`src/rtl/waveform_pkg.sv`:
```
`default_nettype none
// ============================================================================
// Module  : waveform_pkg
// Brief   : Shared defaults, FSM encoding and saturating band-limit helpers.
// Rev     : 1.0  initial release
// ============================================================================
package waveform_pkg;

    localparam int unsigned c_sample_w = 12;
    localparam int unsigned c_cnt_w    = 16;
    localparam int unsigned c_hyst     = 16;

    typedef enum logic [1:0] {
        ST_IDLE    = 2'd0,
        ST_ACQUIRE = 2'd1,
        ST_MEASURE = 2'd2
    } state_t;

    function automatic int unsigned sat_sub(input int unsigned a, input int unsigned b);
        return (a > b) ? (a - b) : 32'd0;
    endfunction

    // Operands are sample-sized, so a + b cannot wrap 32 bits.
    function automatic int unsigned sat_add(input int unsigned a, input int unsigned b,
                                            input int unsigned lim);
        return ((a + b) > lim) ? lim : (a + b);
    endfunction

endpackage
`default_nettype wire

```
`src/rtl/level_crossing_detector.sv`:
```
`default_nettype none
// ============================================================================
// Module  : level_crossing_detector
// Brief   : Hysteretic rising-crossing strobe around a supplied threshold.
// Rev     : 1.0  initial release
// ============================================================================
module level_crossing_detector
    import waveform_pkg::*;
#(
    parameter int unsigned SAMPLE_W = c_sample_w,
    parameter int unsigned HYST     = c_hyst
) (
    input  logic                clock,
    input  logic                resetn,
    input  logic                i_sample_valid,
    input  logic [SAMPLE_W-1:0] i_sample,
    input  logic [SAMPLE_W-1:0] i_thr,
    output logic                o_rise
);

    localparam int unsigned c_full = (32'd1 << SAMPLE_W) - 32'd1;

    logic                r_arm;
    logic [SAMPLE_W-1:0] w_band_lo;
    logic [SAMPLE_W-1:0] w_band_hi;

    assign w_band_lo = SAMPLE_W'(sat_sub(32'(i_thr), HYST));
    assign w_band_hi = SAMPLE_W'(sat_add(32'(i_thr), HYST, c_full));
    assign o_rise    = i_sample_valid & r_arm & (i_sample >= w_band_hi);

    always_ff @(posedge clock or negedge resetn) begin
        if (!resetn) begin
            r_arm <= 1'b0;
        end else if (i_sample_valid) begin
            if (o_rise) begin
                r_arm <= 1'b0;
            end else if (i_sample < w_band_lo) begin
                r_arm <= 1'b1;
            end
        end
    end

endmodule
`default_nettype wire

```
`src/rtl/waveform_analyzer.sv`:
```
`default_nettype none
// ============================================================================
// Module  : waveform_analyzer
// Brief   : Measures max, min and period of a periodic sample stream.
// Rev     : 1.0  initial release
// ============================================================================
module waveform_analyzer
    import waveform_pkg::*;
#(
    parameter int unsigned SAMPLE_W = c_sample_w,
    parameter int unsigned CNT_W    = c_cnt_w,
    parameter int unsigned HYST     = c_hyst
) (
    input  logic                clock,
    input  logic                resetn,
    input  logic                sample_valid,
    input  logic [SAMPLE_W-1:0] sample,
    output logic [SAMPLE_W-1:0] meas_max,
    output logic [SAMPLE_W-1:0] meas_min,
    output logic [CNT_W-1:0]    meas_period,
    output logic                meas_valid,
    output logic                locked,
    output logic                timeout
);

    // One below saturation: the increment that would reach all-ones times out instead.
    localparam logic [CNT_W-1:0] c_cnt_last = {{(CNT_W-1){1'b1}}, 1'b0};

    state_t              r_state,  w_state_nxt;
    logic [SAMPLE_W-1:0] r_max,    w_max_nxt;
    logic [SAMPLE_W-1:0] r_min,    w_min_nxt;
    logic [SAMPLE_W-1:0] r_thr,    w_thr_nxt;
    logic [CNT_W-1:0]    r_cnt,    w_cnt_nxt;
    logic [SAMPLE_W-1:0] w_mmax_nxt, w_mmin_nxt;
    logic [CNT_W-1:0]    w_mper_nxt;
    logic                w_valid_nxt, w_locked_nxt, w_timeout_nxt;

    logic [SAMPLE_W:0]   w_sum;
    logic [SAMPLE_W-1:0] w_mid;
    logic [SAMPLE_W-1:0] w_det_thr;
    logic                w_rise;

    assign w_sum     = {1'b0, r_max} + {1'b0, r_min};
    assign w_mid     = w_sum[SAMPLE_W:1];
    assign w_det_thr = (r_state == ST_MEASURE) ? r_thr : w_mid;

    level_crossing_detector #(
        .SAMPLE_W (SAMPLE_W),
        .HYST     (HYST)
    ) u_detector (
        .clock          (clock),
        .resetn         (resetn),
        .i_sample_valid (sample_valid),
        .i_sample       (sample),
        .i_thr          (w_det_thr),
        .o_rise         (w_rise)
    );

    always_comb begin
        w_state_nxt   = r_state;
        w_max_nxt     = r_max;
        w_min_nxt     = r_min;
        w_thr_nxt     = r_thr;
        w_cnt_nxt     = r_cnt;
        w_mmax_nxt    = meas_max;
        w_mmin_nxt    = meas_min;
        w_mper_nxt    = meas_period;
        w_valid_nxt   = 1'b0;
        w_locked_nxt  = locked;
        w_timeout_nxt = 1'b0;
        if (sample_valid) begin
            case (r_state)
                ST_IDLE: begin
                    w_max_nxt   = sample;
                    w_min_nxt   = sample;
                    w_cnt_nxt   = {{(CNT_W-1){1'b0}}, 1'b1};
                    w_state_nxt = ST_ACQUIRE;
                end
                ST_ACQUIRE, ST_MEASURE: begin
                    if (w_rise) begin
                        if (r_state == ST_MEASURE) begin
                            w_mmax_nxt   = r_max;
                            w_mmin_nxt   = r_min;
                            w_mper_nxt   = r_cnt;
                            w_valid_nxt  = 1'b1;
                            w_locked_nxt = 1'b1;
                        end
                        w_thr_nxt   = w_mid;
                        w_max_nxt   = sample;
                        w_min_nxt   = sample;
                        w_cnt_nxt   = {{(CNT_W-1){1'b0}}, 1'b1};
                        w_state_nxt = ST_MEASURE;
                    end else if (r_cnt == c_cnt_last) begin
                        w_timeout_nxt = 1'b1;
                        w_locked_nxt  = 1'b0;
                        w_max_nxt     = sample;
                        w_min_nxt     = sample;
                        w_cnt_nxt     = {{(CNT_W-1){1'b0}}, 1'b1};
                        w_state_nxt   = ST_ACQUIRE;
                    end else begin
                        w_max_nxt = (sample > r_max) ? sample : r_max;
                        w_min_nxt = (sample < r_min) ? sample : r_min;
                        w_cnt_nxt = r_cnt + 1'b1;
                    end
                end
                default: w_state_nxt = ST_IDLE;
            endcase
        end
    end

    always_ff @(posedge clock or negedge resetn) begin
        if (!resetn) begin
            r_state     <= ST_IDLE;
            r_max       <= '0;
            r_min       <= '0;
            r_thr       <= '0;
            r_cnt       <= '0;
            meas_max    <= '0;
            meas_min    <= '0;
            meas_period <= '0;
            meas_valid  <= 1'b0;
            locked      <= 1'b0;
            timeout     <= 1'b0;
        end else begin
            r_state     <= w_state_nxt;
            r_max       <= w_max_nxt;
            r_min       <= w_min_nxt;
            r_thr       <= w_thr_nxt;
            r_cnt       <= w_cnt_nxt;
            meas_max    <= w_mmax_nxt;
            meas_min    <= w_mmin_nxt;
            meas_period <= w_mper_nxt;
            meas_valid  <= w_valid_nxt;
            locked      <= w_locked_nxt;
            timeout     <= w_timeout_nxt;
        end
    end

endmodule
`default_nettype wire

```
`config.mk`:
```
export PLATFORM = sky130hd
export DESIGN_NAME = waveform_analyzer
export DESIGN_NICKNAME = d
export VERILOG_FILES = /design/src/rtl/waveform_pkg.sv /design/src/rtl/level_crossing_detector.sv /design/src/rtl/waveform_analyzer.sv
export SDC_FILE = /design/constraint.sdc
export NUM_CORES = 1
export LEC_CHECK = 0
export ABC_AREA = 1
export CAP_MARGIN = 15
export CORE_MARGIN = 4
export CORE_UTILIZATION = 35
export CTS_BUF_LIST = sky130_fd_sc_hd__clkbuf_4
export DETAILED_ROUTE_END_ITERATION = 16
export GPL_TIMING_DRIVEN = 0
export PLACE_DENSITY = 0.59
export SYNTH_ARGS = -nofsm -noshare
export SYNTH_HDL_FRONTEND = slang
export SYNTH_SLANG_ARGS = --single-unit
```
`constraint.sdc`:
```
create_clock -name clock -period 5.8 [get_ports clock]
set_clock_uncertainty 0.2 [all_clocks]
set_input_delay 1.16 -clock clock [delete_from_list [all_inputs] [get_ports clock]]
set_output_delay 1.16 -clock clock [all_outputs]
set_load 0.02 [all_outputs]
```
# Word-level counts from Yosys, hierarchy flattened
# Index checks and enable logic that the tools add are counted.
# Widths: inputs -> output; s select.
[word_totals]
elab_cells = 74
inputBits = 15
output_inout_bits = 43
reg_bits = 98
[op_classes]
n_mux = 30
n_bitwise = 2
n_addsub = 4
reduce_logical = 13
n_eq_ne = 7
order_cmp = 6
[op_table]
columns = ["cell", "count"]
rows = [
  ["$mux 12", 9],
  ["$pmux 12 s2", 2],
  ["$mux 16", 2],
  ["$pmux 16 s2", 1],
  ["$lt 12x12->1", 2],
  ["$add 16x1->16 const B", 1],
  ["$eq 16x16->1 const B", 1],
  ["$add 12x12->13", 1],
  ["$add 12x5->13 const B", 1],
  ["$gt 13x12->1 const B", 1],
  ["$mux 1", 13],
  ["$ge 12x12->1", 1],
  ["$gt 12x12->1", 1],
  ["$gt 12x5->1 const B", 1],
  ["$sub 12x5->12 const B", 1],
  ["$reduce_and 3->1", 3],
  ["$ne 4x3->1 const B", 2],
  ["$reduce_and 4->1", 2],
  ["$reduce_and 2->1", 3],
  ["$reduce_bool 2->1", 3],
  ["$mux 2", 2],
  ["$pmux 2 s2", 1],
  ["$ne 3x2->1 const B", 1],
  ["$and 1x1->1", 2],
  ["5 further kinds", 5],
]

# Logic depth before layout (Yosys ltp)
[logic_depth]
ltp_word = 10
depth_mapped = 38
ltp_nobuf = 37

# Modules after synthesis
# A second synthesis with hierarchy kept.
[hier_totals]
hier_cells = 881
hier_area_um2 = 6522.5
[by_module_without_submodules]
columns = ["mod", "seq_area_each_um2", "area_each_um2", "cells_per_inst", "instances"]
rows = [
  ["waveform_analyzer", 2427.3, 5437.7, 706, 1],
  ["level_crossing_detector", 25.0, 1084.8, 175, 1],
]

# Worst setup path after synthesis
# Ideal clock, no wire load.
[synth_path]
path_kind = "reg-to-reg"
startpoint = "reg r_max[1]"
endpoint = "reg r_max[10]"
period_less_slack_ps = 4783
arrival_ps = 4453
stages_incl_launch_ff = 37
path_slack_ps = 1017
n_path_buf = 1
setup_time_ps = 130
required_time_ps = 5470
path_cell_list = "dfrtp_1 -> inv_1 -> fa_1 -> inv_1 -> nand3_1 -> nand2_1 -> nand2_1 -> nand2_1 -> xor2_1 -> nand2_1 -> o21ai_2 -> inv_1 -> ha_1 -> inv_1 -> nor3_1 -> nand4_1 -> nor3_1 -> nand3_1 -> nor2_1 -> nand3_2 -> nand2_4 -> nor2_1 -> ha_1 -> o21ai_1 -> a21boi_0 -> o21ai_1 -> nand2_1 -> nand2_1 -> nand2_1 -> a21boi_1 -> o21ai_0 -> nand2_1 -> nand2_1 -> nand2_1 -> nand2_1 -> clkbuf_1 -> o21ai_0"
[synth_via]
elab_chain_len = 9
word_cells_on_any_way = 12
cone_classes = "2 x add/sub; 3 x order compare; 1 x eq/ne; 4 x mux; 1 x bitwise; 1 x reduce/logical"
[synth_rtl]
columns = ["element", "line", "text"]
rows = [
  ["start: declaration", "waveform_analyzer.sv:30", "logic [SAMPLE_W-1:0] r_max, w_max_nxt;"],
  ["start signal: assignment", "waveform_analyzer.sv:126", "r_max <= w_max_nxt;"],
  ["$add 12x12->13", "waveform_analyzer.sv:43", "assign w_sum = {1'b0, r_max} + {1'b0, r_min};"],
  ["$mux 12", "waveform_analyzer.sv:45", "assign w_det_thr = (r_state == ST_MEASURE) ? r_thr : w_mid;"],
  ["$add 12x5->13", "waveform_pkg.sv:26", "return ((a + b) > lim) ? lim : (a + b);"],
  ["$gt 13x12->1", "waveform_pkg.sv:26", ""],
  ["$mux 12", "waveform_pkg.sv:26", ""],
  ["$ge 12x12->1", "level_crossing_detector.sv:29", "assign o_rise = i_sample_valid & r_arm & (i_sample >= w_band_hi);"],
  ["$and 1x1->1", "level_crossing_detector.sv:29", ""],
  ["$ne 4x3->1 (no source line) or $mux 12 (tied branches)", "--", ""],
  ["$reduce_and 3->1 (no source line) or $pmux 12 s2 (tied branches)", "--", ""],
]
# Parallel ways exist; a longest one is shown, timed or not.
# A chain may end at the register's enable or synchronous reset.

# Worst setup path in the final report
[layout_path]
startpoint = "reg r_max[1]"
endpoint = "reg meas_max[6]"
[layout_via]
elab_chain_len = 8
[layout_rtl]
columns = ["element", "line", "text"]
rows = [
  ["$add 12x12->13 (*)", "waveform_analyzer.sv:43", ""],
  ["$mux 12 (*)", "waveform_analyzer.sv:45", ""],
  ["$add 12x5->13 (*)", "waveform_pkg.sv:26", ""],
  ["$gt 13x12->1", "waveform_pkg.sv:26", ""],
  ["$mux 12 (*)", "waveform_pkg.sv:26", ""],
  ["$ge 12x12->1 (*)", "level_crossing_detector.sv:29", ""],
  ["$and 1x1->1 (*)", "level_crossing_detector.sv:29", ""],
  ["$reduce_and 4->1 (no source line) (*)", "--", ""],
  ["end signal: assignment", "waveform_analyzer.sv:130", "meas_max <= w_mmax_nxt;"],
  ["end: declaration", "waveform_analyzer.sv:18", "output logic [SAMPLE_W-1:0] meas_max,"],
]
# Mark *: on every way between the ends. The rest lies on a longest branch, timed or not.

==> impl_metrics.json <==
{
  "outcome": "complete, no violations",
  "drive_gt1_share_pct": 8.35,
  "nets": 987,
  "r2r_cells": 37,
  "num_vias": 5473,
  "final_util_pct": 42.9,
  "period_share_pct": 92.8,
  "wl_per_cell_microns": 14.3,
  "antenna_found_initial": 1,
  "hold_viol_final": 0,
  "ff2ff_setup_slack_ns": 0.42,
  "netlist.area_leader.share_pct": 39.4,
  "io_pins": 58,
  "synth.area.top_cells": "dfrtp_1 39%, nand2_1 14%, ha_1 13%",
  "required_ns": 5.97,
  "synth.ff_latch_count": 98,
  "cts_inserted_buffers": 9,
  "grt_pass1_wl_microns": 26500,
  "path_delay_family": "simple AND/OR/NAND/NOR gates",
  "synth-main-ff-cell": "dfrtp_1",
  "yosys.cell_types.count": 39,
  "worstPathMaxFanout": 10,
  "synth_top_cell_by_area": "dfrtp_1",
  "design_area_sq_um": 7450,
  "period_minus_slack_ns": 5.38,
  "hold_buffers": 0,
  "start_util_pct": 35.9,
  "yosysWarningCount": 0,
  "htreeDepth": 3,
  "max_stage_delay_ns": 0.40,
  "synth_most_common_cell": "nand2_1",
  "synth_cells": 829,
  "worst_pin_slew_ns": 0.651,
  "die_y_microns": 141,
  "seq_area_frac_synth_pct": 39.4,
  "portBuffers": 57,
  "drtPass1Iterations": 5,
  "synth_common_cells": "234 x nand2_1, 113 x inv_1, 98 x dfrtp_1",
  "hpwl_microns": 12800,
  "placed_cell_area_sq_um": 7100,
  "drtIter0Drc": 307,
  "cts.sink_count": 98,
  "path_depth": 37,
  "grt_pass1_vias": 5203,
  "min_path_cells": 2,
  "hold_path.class": "reg2reg",
  "drc_errors": 0,
  "syn_nets": 911,
  "routabilityCongestion": 0.871,
  "synth_edf_count": 0,
  "clk_latency_ns": 0.45,
  "cts_tree": "yes",
  "die_x_microns": 141,
  "cts_buffer_depth": 2,
  "rows": 48,
  "grt_max_degree": 52,
  "hold-worst-slack_ns": 0.298,
  "syn_avg_cell_area_sq_um": 7.51,
  "fmax_mhz": 186,
  "worst_setup_path_start_kind": "flip-flop",
  "cts_root_buffer": "clkbuf_4",
  "area_growth_pct": 19.7,
  "ant_nets": 0,
  "ys_async_sr_fraction_pct": 100,
  "core_sq_um": 17400,
  "path_buf_inv": 7,
  "grt_util_all_layers_pct": 16.4,
  "endpoint_kind": "flip-flop",
  "vias_per_cell": 4.82,
  "path_common_cell": "nand2_1",
  "grt-ovfl-total": 0,
  "synth_area_sq_um": 6220,
  "slew_headroom_pct": 56.4,
  "drv_slew": 0,
  "cp_slowest_cell": "fa_2",
  "dieArea_sq_um": 20000,
  "path_clk_slew_ns": 0.16,
  "drt-total-wl_microns": 16300,
  "worstSetupPathType": "reg2reg",
  "final-setup-viol-count": 0,
  "cp.arrival_ns": 5.56,
  "drv_cap": 0
}
## metal layers
layer	track usage, %	vias up	wire length (microns)
li1	-	2827	-
met1	24.4	2561	8480
met2	25.4	71	7190
met3	1.99	14	354
met4	4.13	0	267
met5	0	-	0
## stage by stage
step | cells | setup TNS [ns] | worst slack, ns
6_report | 1136 | 0 | 0.419
5_1_grt | 1136 | -0.00279 | -0.00279
4_1_cts | 1128 | 0 | 0.000167
3_5_place_dp | 1112 | -27.53 | -0.452
3_3_place_gp | 1111 | -69.79 | -0.481
2_1_floorplan | 829 | 0 | 1.02
## registers in the layout, summed over array words and instances (netlist names)
register and flops:
locked 1, meas_max 12, meas_min 12, meas_period 16
meas_valid 1, r_cnt 16, r_max 12, r_min 12
r_state 2, r_thr 12, timeout 1, u_detector.r_arm 1
## cells by family (layout without fill, tap and decap cells)
group / Yosys count / after routing / synth area share (%)
simple gates: 385 / 385 / 25.7
buf+inv: 139 / 220 / 8.50
compound gates: 127 / 127 / 11.0
flops: 98 / 98 / 39.4
fa+ha+maj: 67 / 67 / 13.6
xor+xnor: 13 / 13 / 1.83
other cells: 0 / 1 / 0
## tightest hold or removal path, cell delays in order, from the launching register on
cell and delay, ns:
dfrtp_1 0.37, nand2_1 0.06, nand2_1 0.05
## layout make-up
type / instances / area (sq um)
fillers: 1801 / 9900
multi-input cells: 592 / 3350
flip-flops and latches: 98 / 2450
repair buffers: 65 / 648
inverters: 122 / 459
well taps: 225 / 282
plain buffers: 17 / 101
clock inverters: 7 / 90.1
clock buffers: 9 / 67.6
diodes: 1 / 2.50
## path summary, 6_finish.rpt
kind | start | to
min reg2reg | r_thr[8]$_DFFE_PN0P_ | r_thr[8]$_DFFE_PN0P_
max in group asynchronous | resetn | r_thr[5]$_DFFE_PN0P_
min in group asynchronous | resetn | meas_period[8]$_DFFE_PN0P_
max | r_max[1]$_DFFE_PN0P_ | meas_max[6]$_DFFE_PN0P_
min | r_thr[8]$_DFFE_PN0P_ | r_thr[8]$_DFFE_PN0P_
max reg2reg | r_max[1]$_DFFE_PN0P_ | meas_max[6]$_DFFE_PN0P_
## placed cells by master (no fill, tap or decap), types with 2 or more instances in the layout
cell	count
ha_1	63
clkdlybuf4s50_1	56
a21o_1	2
clkbuf_1	2
dfrtp_1	98
nand2_2	6
clkbuf_2	2
nand3_1	50
nand2_1	228
nor2_2	2
a21oi_1	26
inv_1	109
o21ai_4	2
nor4_1	2
o21ai_1	10
inv_2	12
xor2_1	12
a211oi_1	3
clkinvlp_4	2
nor3_1	15
nor2_1	59
buf_4	13
nand3_2	2
nand4_1	12
ha_4	3
nand2_4	4
nor3_2	2
clkbuf_4	12
clkinv_4	2
buf_2	4
o21ai_0	73
## repair_timing
item                                    4_1_cts  5_1_grt
resized for setup                            17       43
endpoints found under the setup margin       87       95
setup buffers                                 0        7
pin swaps                                     0        5
Power is not shown: default switching activity piles up to over one toggle a cycle in this logic, so the estimate is an artifact.
